===== config.mk =====
export PLATFORM = sky130hd
export DESIGN_NAME = fixfloat_conv_arbiter_flat
export DESIGN_NICKNAME = d
export VERILOG_FILES = /design/src/rtl/fixfloat_conv_arbiter_if.sv /design/src/rtl/fixfloat_conv_arbiter.sv /design/src/flat_wrapper.sv
export SDC_FILE = /design/constraint.sdc
export NUM_CORES = 1
export LEC_CHECK = 0
export ABC_AREA = 1
export CORE_MARGIN = 2
export CORE_UTILIZATION = 27
export CTS_CLUSTER_DIAMETER = 40
export CTS_CLUSTER_SIZE = 28
export DETAILED_ROUTE_END_ITERATION = 16
export PLACE_DENSITY = 0.6
export SYNTH_ARGS = -nofsm -noshare
export SYNTH_HDL_FRONTEND = slang
export SYNTH_SLANG_ARGS = --single-unit

===== constraint.sdc =====
create_clock -name clk -period 2.5 [get_ports clk]
set_input_delay 0.5 -clock clk [delete_from_list [all_inputs] [get_ports clk]]
set_output_delay 0.5 -clock clk [all_outputs]
set_load 0.05 [all_outputs]

===== src/rtl/fixfloat_conv_arbiter_if.sv =====
// fixfloat_conv_arbiter_if: request, converter and response signals around the shared
// fixed<->float converter; slave is the arbiter side, master the client/converter side.
interface fixfloat_conv_arbiter_if #(
    parameter int NUM_REQ = 4,
    parameter int ID_W    = 2
);
    logic [NUM_REQ-1:0]    req_valid;
    logic [NUM_REQ-1:0]    req_ready;
    logic [NUM_REQ*32-1:0] req_number;
    logic [NUM_REQ*5-1:0]  req_fixpos;
    logic [NUM_REQ-1:0]    req_opcode;
    logic [31:0]           conv_targetnumber;
    logic [4:0]            conv_fixpointpos;
    logic                  conv_opcode;
    logic [31:0]           conv_result;
    logic                  rsp_valid;
    logic                  rsp_ready;
    logic [ID_W-1:0]       rsp_id;
    logic [31:0]           rsp_result;
    logic                  busy;
    modport slave (
        input  req_valid, req_number, req_fixpos, req_opcode, conv_result, rsp_ready,
        output req_ready, conv_targetnumber, conv_fixpointpos, conv_opcode,
        output rsp_valid, rsp_id, rsp_result, busy
    );
    modport master (
        output req_valid, req_number, req_fixpos, req_opcode, conv_result, rsp_ready,
        input  req_ready, conv_targetnumber, conv_fixpointpos, conv_opcode,
        input  rsp_valid, rsp_id, rsp_result, busy
    );
endinterface


===== src/rtl/fixfloat_conv_arbiter.sv =====
// fixfloat_conv_arbiter: round-robin sharing of one fixed<->float converter between
// NUM_REQ requesters, returning each ID-tagged result over a valid/ready channel.
module fixfloat_conv_arbiter #(
    parameter int NUM_REQ  = 4,
    parameter int CONV_LAT = 1,
    parameter int ID_W     = 2
) (
    input logic clk,
    input logic rst,
    fixfloat_conv_arbiter_if.slave bus
);
    localparam int CW = $clog2(CONV_LAT + 1);
    typedef enum logic [1:0] {IDLE, WAIT, RESP} state_t;
    state_t          state, state_nx;
    logic [ID_W-1:0] rr_ptr, win, win_hi, win_lo;
    logic            hi, any;
    logic [CW-1:0]   cnt;
    logic [31:0]     sel_num;
    logic [4:0]      sel_fix;
    logic            sel_op;
    // Lowest valid index above rr_ptr wins; otherwise wrap to the lowest valid index overall.
    always_comb begin
        win_hi = '0;
        win_lo = '0;
        hi     = 1'b0;
        any    = 1'b0;
        for (int i = NUM_REQ - 1; i >= 0; i--) begin
            if (bus.req_valid[i]) begin
                win_lo = ID_W'(i);
                any    = 1'b1;
                if (ID_W'(i) > rr_ptr) begin
                    win_hi = ID_W'(i);
                    hi     = 1'b1;
                end
            end
        end
        win = hi ? win_hi : win_lo;
    end
    always_comb begin
        sel_num = '0;
        sel_fix = '0;
        sel_op  = 1'b0;
        for (int i = 0; i < NUM_REQ; i++) begin
            if (ID_W'(i) == win) begin
                sel_num = bus.req_number[32*i +: 32];
                sel_fix = bus.req_fixpos[5*i +: 5];
                sel_op  = bus.req_opcode[i];
            end
        end
    end
    always_comb begin
        state_nx = (state == IDLE && any)           ? WAIT :
                   (state == WAIT && cnt == '0)     ? RESP :
                   (state == RESP && bus.rsp_ready) ? IDLE : state;
    end
    assign bus.req_ready = (state == IDLE && any) ? NUM_REQ'(1) << win : '0;
    assign bus.busy      = state != IDLE;
    always_ff @(posedge clk or negedge rst) begin
        if (!rst) state <= IDLE;
        else      state <= state_nx;
    end
    // cnt counts down the converter latency; capture happens on the edge after it hits zero.
    always_ff @(posedge clk or negedge rst) begin
        if (!rst) begin
            rr_ptr                <= ID_W'(NUM_REQ - 1);
            cnt                   <= '0;
            bus.conv_targetnumber <= '0;
            bus.conv_fixpointpos  <= '0;
            bus.conv_opcode       <= 1'b0;
            bus.rsp_valid         <= 1'b0;
            bus.rsp_id            <= '0;
            bus.rsp_result        <= '0;
        end else begin
            case (state)
                IDLE: if (any) begin
                    bus.conv_targetnumber <= sel_num;
                    bus.conv_fixpointpos  <= sel_fix;
                    bus.conv_opcode       <= sel_op;
                    bus.rsp_id            <= win;
                    rr_ptr                <= win;
                    cnt                   <= CW'(CONV_LAT);
                end
                WAIT: if (cnt != '0) cnt <= cnt - 1'b1;
                      else begin
                          bus.rsp_result <= bus.conv_result;
                          bus.rsp_valid  <= 1'b1;
                      end
                RESP: if (bus.rsp_ready) bus.rsp_valid <= 1'b0;
                default: ;
            endcase
        end
    end
endmodule


===== src/flat_wrapper.sv =====
// flat-port wrapper written by rule: the top's interface ports become plain ports
module fixfloat_conv_arbiter_flat 
#(
    parameter int NUM_REQ  = 4,
    parameter int CONV_LAT = 1,
    parameter int ID_W     = 2
)
  (clk, rst, bus_req_valid, bus_req_number, bus_req_fixpos, bus_req_opcode, bus_conv_result, bus_rsp_ready, bus_req_ready, bus_conv_targetnumber, bus_conv_fixpointpos, bus_conv_opcode, bus_rsp_valid, bus_rsp_id, bus_rsp_result, bus_busy);
  fixfloat_conv_arbiter_if #(.NUM_REQ(NUM_REQ), .ID_W(ID_W)) bus_i ();
  input logic clk;
  input logic rst;
  input wire logic [$bits(bus_i.req_valid)-1:0] bus_req_valid;
  input wire logic [$bits(bus_i.req_number)-1:0] bus_req_number;
  input wire logic [$bits(bus_i.req_fixpos)-1:0] bus_req_fixpos;
  input wire logic [$bits(bus_i.req_opcode)-1:0] bus_req_opcode;
  input wire logic [$bits(bus_i.conv_result)-1:0] bus_conv_result;
  input wire logic [$bits(bus_i.rsp_ready)-1:0] bus_rsp_ready;
  output wire logic [$bits(bus_i.req_ready)-1:0] bus_req_ready;
  output wire logic [$bits(bus_i.conv_targetnumber)-1:0] bus_conv_targetnumber;
  output wire logic [$bits(bus_i.conv_fixpointpos)-1:0] bus_conv_fixpointpos;
  output wire logic [$bits(bus_i.conv_opcode)-1:0] bus_conv_opcode;
  output wire logic [$bits(bus_i.rsp_valid)-1:0] bus_rsp_valid;
  output wire logic [$bits(bus_i.rsp_id)-1:0] bus_rsp_id;
  output wire logic [$bits(bus_i.rsp_result)-1:0] bus_rsp_result;
  output wire logic [$bits(bus_i.busy)-1:0] bus_busy;
  assign bus_i.req_valid = bus_req_valid;
  assign bus_i.req_number = bus_req_number;
  assign bus_i.req_fixpos = bus_req_fixpos;
  assign bus_i.req_opcode = bus_req_opcode;
  assign bus_i.conv_result = bus_conv_result;
  assign bus_i.rsp_ready = bus_rsp_ready;
  assign bus_req_ready = bus_i.req_ready;
  assign bus_conv_targetnumber = bus_i.conv_targetnumber;
  assign bus_conv_fixpointpos = bus_i.conv_fixpointpos;
  assign bus_conv_opcode = bus_i.conv_opcode;
  assign bus_rsp_valid = bus_i.rsp_valid;
  assign bus_rsp_id = bus_i.rsp_id;
  assign bus_rsp_result = bus_i.rsp_result;
  assign bus_busy = bus_i.busy;
  fixfloat_conv_arbiter #(.NUM_REQ(NUM_REQ), .CONV_LAT(CONV_LAT), .ID_W(ID_W)) u_core (.clk(clk), .rst(rst), .bus(bus_i));
endmodule

==> metrics.cfg, run 1 <==
[outcome]
outcome = completed

[critical_path]
r2r-end = u_core.bus.conv_targetnumber[14]
arrival_ns = 1.87
path_class = in -> out
reg2reg_depth = 12
crit_family = buffers and inverters
critPathBufInv = 3
crit_required_ns = 2.00
r2r_slack_ns = 0.60
crit_path_end_kind = primary output
cp-start-kind = primary input
cp_slowest_cell = clkdlybuf4s50_1
cp_max_fo = 8
cpPeakStageDelay_ns = 0.49
r2r-start = u_core.rr_ptr[1]
path_cells = clkdlybuf4s50_1 > inv_2 > nor2_2 > nand2_1 > nand2_8 > nand2_1 > nor2_2 > buf_12

[floorplanning]
dieArea_mm2 = 0.01754
die_w_um = 132.4
start_util_pct = 27.83
fp.dieH_um = 132.4
rows = 46
core_area_mm2 = 0.01600
io-pin-count = 269

[timing]
finClkSkew_ns = 0.007930
worst_pin_slew_ns = 0.6060
max_freq_mhz = 422.4
setup_viol = 0
hold_violations = 0
rsz0062_at_grt = false
tns_ns = 0
fin_ws_ns = 0.1324
finalCritPeriodShare_pct = 94.71
fin_crit_ns = 2.368
slew_headroom_pct = 59.56
slew_violations = 0

[clock_tree]
cts_max_level = 3
clkSinkCount = 78
clkTransAtPathRegs_ns = 0.06
numCtsBuffers = 9
clk_root_buffer_cell = clkbuf_16
ctsLongestPathBuffers = 2
worstSkewPairLatency_ns = 0.34
cts_tree = yes

[global_routing]
grt_overflow = 0
grt_pass1_wl_um = 26120
grt_use_total_pct = 18.83
grt_pass1_vias = 4966
grt_max_degree = 44
antenna_found_initial = 1

[placement]
dp_hpwl_um = 12540
pre_cts_ws_ns = -0.07881
routabilityCongestion = 0.7992
io_buffers = 268

[drt]
wl_per_cell_um = 14.35
ant_nets = 0
routed_wl_um = 16620
drt-initial-drc-count = 178
viasPerCell = 4.403
drc_errors = 0
first_pass_iters = 4
via_count = 5099

[final_layout]
fillers = 1698
layout_commonest_cell = nand2_1
fin_util_pct = 49.26
layout_common_cells = nand2_1, clkdlybuf4s50_1, nor2_1
layout.nets = 1127
drive_gt1_share_pct = 8.395
area_delta_synth_final_pct = 77.02

[power]
ir_worst_vdd_mv = 0.2891
powerDensity_mw_per_mm2 = 401.0
p_leak_nw = 3.656

[logic_synthesis]
yosysSeqAreaShare_pct = 43.89
syn_area_per_cell_um2 = 6.727
yosys-top-cells-area = dfrtp_1, nand2_1, nor2_1
synth_area_mm2 = 0.004453
synth.largest_area_cell = dfrtp_1
syn-num-nets = 853
ys_ff_latch = 78
ys_warn_count = 0
synthCells = 662
synth_top_area_share_pct = 42.71
synthDistinctLibCells = 24

[flow_run]
maxCapViolCount = 0

[worst_hold_path]
worstHoldPathType = in -> async

stage by stage:
stage	total power, mW	hold WS [ns]	instance area, um^2	instances
2_1_floorplan	1.443	0.2044	4453	662
3_3_place_gp	1.828	0.4602	7520	1137
4_1_cts	3.228	0.1242	7831	1153
3_5_place_dp	1.827	0.4643	7520	1137
5_1_grt	3.310	0.1375	7883	1158
6_report	3.161	0.1179	7883	1158
kinds of logic (layout without fill, tap and decap cells):
logic type / Yosys count / count (layout) / share of synthesized area, %
compound gates: 25 / 25 / 3.203
buf+inv: 83 / 362 / 8.429
flops: 78 / 78 / 43.89
other cells: 0 / 1 / 0
simple gates: 476 / 476 / 44.48
area by class of cell:
cell class	instances	area, um^2	share of cell area, %
repair buffers	301	3035	38.51
flip-flops and latches	78	1954	24.79
inverters	45	168.9	2.143
clock buffers	9	225.2	2.857
well taps	216	270.3	3.429
multi-input cells	501	2147	27.24
diodes	1	2.502	0.03175
clock inverters	7	78.83	1.000
cell usage after synthesis, drive strengths merged:
cell type / instances
clkbuf: 17
nand3: 63
buf: 21
nand2: 286
nand3b: 6
a21oi: 3
nor2: 100
nand4: 21
dfrtp: 76
o21bai: 1
dfstp: 2
o21ai: 21
inv: 45
worst max path at each step:
stage | cells past startpoint | slack [ns] | to | from
2_1_floorplan | 10 | 0.02 | bus_req_ready[1] | bus_req_valid[3]
3_3_place_gp | 10 | -0.02 | bus_req_ready[1] | bus_req_valid[3]
3_5_place_dp | 10 | -0.08 | bus_req_ready[1] | bus_req_valid[3]
4_1_cts | 10 | 0.04 | bus_req_ready[1] | bus_req_valid[3]
5_1_grt | 8 | 0.02 | bus_req_ready[2] | bus_req_valid[2]
6_report | 8 | 0.13 | bus_req_ready[0] | bus_req_valid[2]
layer usage:
| layer | GRT usage (%) | wire length (um) | vias to the layer above | share of wire [%] |
|---|---|---|---|---|
| met5 | 0 | 0 | - | 0 |
| met4 | 7.049 | 237 | 0 | 1.4 |
| met3 | 6.552 | 1450 | 15 | 8.7 |
| met2 | 30.74 | 7760 | 191 | 47 |
| met1 | 22.95 | 7170 | 2284 | 43 |
| li1 | - | - | 2609 | - |
sequential cells by signal (all words and copies together), names as in the netlist, 2 cells and up:
name,count
u_core.bus.conv_targetnumber,32
u_core.bus.rsp_result,32
u_core.bus.conv_fixpointpos,5
u_core.bus.rsp_id,2
u_core.rr_ptr,2
u_core.state,2
report_power, final:
part	total [mW]	switching (mW)	internal (mW)
logic	0.545	0.203	0.342
registers	1.26	0	1.26
clock network	1.35	0.567	0.786
total	3.16	0.771	2.39
worst reg2reg max path, delay by kind of cell, from the launching register on:
family,cells,cell delay (ns)
AO/OA/AOI/OAI,1,0.11
AND/OR/NAND/NOR,8,0.65
buffers and inverters,3,0.53
flip-flops,1,0.56
timing repair:
item,4_1_cts,5_1_grt
setup buffers,0,4
pin swaps,0,2
setup endpoints to repair,3,4
hold buffers,0,0
resized for setup,2,6
cloned,0,0
(Power assumes the default switching activity.)
==> run 2, diff against run 1 <==
--- a/config.mk
+++ b/config.mk
@@ -11,6 +11,7 @@
 export CTS_CLUSTER_DIAMETER = 40
 export CTS_CLUSTER_SIZE = 28
 export DETAILED_ROUTE_END_ITERATION = 16
+export MAX_ROUTING_LAYER = met4
 export PLACE_DENSITY = 0.6
 export SYNTH_ARGS = -nofsm -noshare
 export SYNTH_HDL_FRONTEND = slang
==> run 2 against run 1 <==
Compared with the run above:
- global-route usage grew 0.55 points
- count of clock-buffer cells in the layout is the same
- largest power group unchanged
- critical path type unchanged
- cell area is the same
- clock skew is essentially flat
- core utilization is the same
- highest routed layer unchanged
- critical path depth is the same
- critical endpoint unchanged
- wire length is essentially flat
- total power is essentially flat
==> metrics.cfg, run 2 (synthesis gave the netlist of run 1 again) <==
[outcome]
outcome = completed  ; unchanged

[timing]
finClkSkew_ns = 0.007652  ; was 0.007930 ns
fin_crit_ns = 2.363  ; was 2.368 ns
slew_violations = 0  ; unchanged
finalCritPeriodShare_pct = 94.51  ; was 94.71%
max_freq_mhz = 423.2  ; was 422.4 MHz
slew_headroom_pct = 60.72  ; was 59.56%
hold_violations = 0  ; unchanged
setup_viol = 0  ; unchanged
tns_ns = 0  ; unchanged
worst_pin_slew_ns = 0.5886  ; was 0.6060 ns
rsz0062_at_grt = false  ; unchanged

[power]
pwr-share-seq_pct = 39.9  ; about the same
p_sw_uw = 771.2  ; was 770.6 uW
ir_worst_vdd_mv = 0.2935  ; was 0.2891 mV
combinationalPowerShare_pct = 17.2  ; was 17.3%
power_frac_clock_pct = 42.8  ; about the same
p_int_mw = 2.390  ; about the same
p_sw_share_pct = 24.40  ; was 24.38%
powerDensity_mw_per_mm2 = 401.0  ; about the same
total_power_mw = 3.161  ; about the same
p_leak_nw = 3.656  ; unchanged

[critical_path]
crit_required_ns = 2.00  ; about the same
r2r-start = u_core.rr_ptr[1]  ; unchanged
crit_path_end_kind = primary output  ; unchanged
path_class = in -> out  ; unchanged
crit_path_start = bus_req_valid[2]  ; unchanged
r2r_slack_ns = 0.61  ; was 0.60 ns
cp_slowest_cell = clkdlybuf4s50_1  ; unchanged
critPathBufInv = 3  ; unchanged
arrival_ns = 1.86  ; was 1.87 ns
cpPeakStageDelay_ns = 0.49  ; about the same
cp_max_fo = 8  ; unchanged
crit_family = buffers and inverters  ; unchanged
cp-start-kind = primary input  ; unchanged
path_cells = clkdlybuf4s50_1 > inv_2 > nor2_2 > nand2_1 > nand2_8 > nand2_1 > nor2_2 > buf_12  ; unchanged

[final_layout]
area_delta_synth_final_pct = 77.02  ; unchanged
reg_top3 = u_core.bus.conv_targetnumber x32, u_core.bus.rsp_result x32, u_core.bus.conv_fixpointpos x5  ; unchanged
drive_gt1_share_pct = 8.395  ; unchanged
fin_util_pct = 49.26  ; unchanged
fillers = 1698  ; unchanged
layout.nets = 1127  ; unchanged
layout_common_cells = nand2_1, clkdlybuf4s50_1, nor2_1  ; unchanged
layout_commonest_cell = nand2_1  ; unchanged

[global_routing]
grt_pass1_vias = 4970  ; was 4966
grt_pass1_wl_um = 26060  ; was 26120 um
met3_usage_pct = 4.981  ; was 6.552%
grt_busiest_layer = met2  ; unchanged
grt_overflow = 0  ; unchanged
grt_use_total_pct = 19.38  ; was 18.83%
grt_use_met1_pct = 23.98  ; was 22.95%
use_met2_pct = 30.63  ; was 30.74%
grt_max_degree = 44  ; unchanged
antenna_found_initial = 1  ; unchanged

[placement]
io_buffers = 268  ; unchanged
dp_hpwl_um = 12540  ; unchanged
routabilityCongestion = 0.8107  ; was 0.7992

[worst_hold_path]
worstHoldPathType = in -> async  ; unchanged

[clock_tree]
numCtsBuffers = 9  ; unchanged
clk_root_buffer_cell = clkbuf_16  ; unchanged
clkSinkCount = 78  ; unchanged
cts_hold_buffers = 0  ; unchanged
cts_tree = yes  ; unchanged
cts_max_level = 3  ; unchanged
ctsLongestPathBuffers = 2  ; unchanged
clkTransAtPathRegs_ns = 0.06  ; about the same
worstSkewPairLatency_ns = 0.34  ; about the same

[drt]
viasPerCell = 4.402  ; was 4.403
ant_nets = 0  ; unchanged
wl_per_cell_um = 14.34  ; was 14.35 um
via_count = 5097  ; was 5099
drt-initial-drc-count = 178  ; unchanged
first_pass_iters = 4  ; unchanged
routed_wl_um = 16600  ; was 16620 um
drc_errors = 0  ; unchanged

[floorplanning]
rows = 46  ; unchanged
die_w_um = 132.4  ; unchanged
core_area_mm2 = 0.01600  ; unchanged
start_util_pct = 27.83  ; unchanged
io-pin-count = 269  ; unchanged
dieArea_mm2 = 0.01754  ; unchanged
fp.dieH_um = 132.4  ; unchanged

[flow_run]
maxCapViolCount = 0  ; unchanged

-- run 2: per-stage QoR --
step / hold WS (ns) / area, um^2 / setup WS [ns] / std cells
after floorplan: 0.2044 / 4453 / 0.01736 / 662
after global placement: 0.4602 / 7520 / -0.02484 / 1137
after detailed placement: 0.4643 / 7520 / -0.07881 / 1137
after CTS: 0.1242 / 7831 / 0.03941 / 1153
after global routing: 0.1379 / 7883 / 0.02236 / 1158
final: 0.1143 / 7883 / 0.1371 / 1158
-- run 2: final cells by class --
cell class | instances | area, um^2 | area share (%)
clock buffers | 9 | 225.2 | 2.857
multi-input cells | 501 | 2147 | 27.24
diodes | 1 | 2.502 | 0.03175
clock inverters | 7 | 78.83 | 1.000
flip-flops and latches | 78 | 1954 | 24.79
repair buffers | 301 | 3035 | 38.51
well taps | 216 | 270.3 | 3.429
inverters | 45 | 168.9 | 2.143
-- run 2: worst register-to-register path: stages (launching register included) --
cell     delay (ns)
dfstp_2        0.56
nand2_1        0.07
nand2_2        0.10
nand2_1        0.08
inv_2          0.05
nand2_2        0.09
nand2_8        0.10
buf_4          0.32
o21ai_2        0.11
buf_12         0.16
nor2_1         0.09
nand2_1        0.06
nand2_1        0.05
-- run 2: worst paths after layout --
check                                                    to  cells after the start
setup reg to reg           u_core.bus.conv_targetnumber[14]                     12
max in group asynchronous                  u_core.rr_ptr[0]                      2
hold / removal                    u_core.bus.rsp_result[20]                      1
setup / recovery                           bus_req_ready[0]                      8
hold reg to reg            u_core.bus.conv_targetnumber[21]                      2
min in group clk           u_core.bus.conv_targetnumber[21]                      2
-- run 2: per-layer routing --
metal / up-vias / wire length, um
met5: - / 0
met4: 0 / 269
met3: 18 / 1305
met2: 191 / 7706
met1: 2279 / 7321
li1: 2609 / -
-- run 2: what timing repair did --
action / in CTS / in global routing
endpoints found under the setup margin: 3 / 4
pin swaps: 0 / 2
gates resized for setup: 2 / 6
setup buffers: 0 / 4
-- run 2: power by group through the flow --
stage / combinational, mW / sequential [mW] / clock, mW
floorplan: 0.157 / 1.29 / 0
global placement: 0.543 / 1.29 / 0
detailed placement: 0.541 / 1.29 / 0
CTS: 0.545 / 1.26 / 1.42
global route: 0.594 / 1.26 / 1.46
finish: 0.545 / 1.26 / 1.35
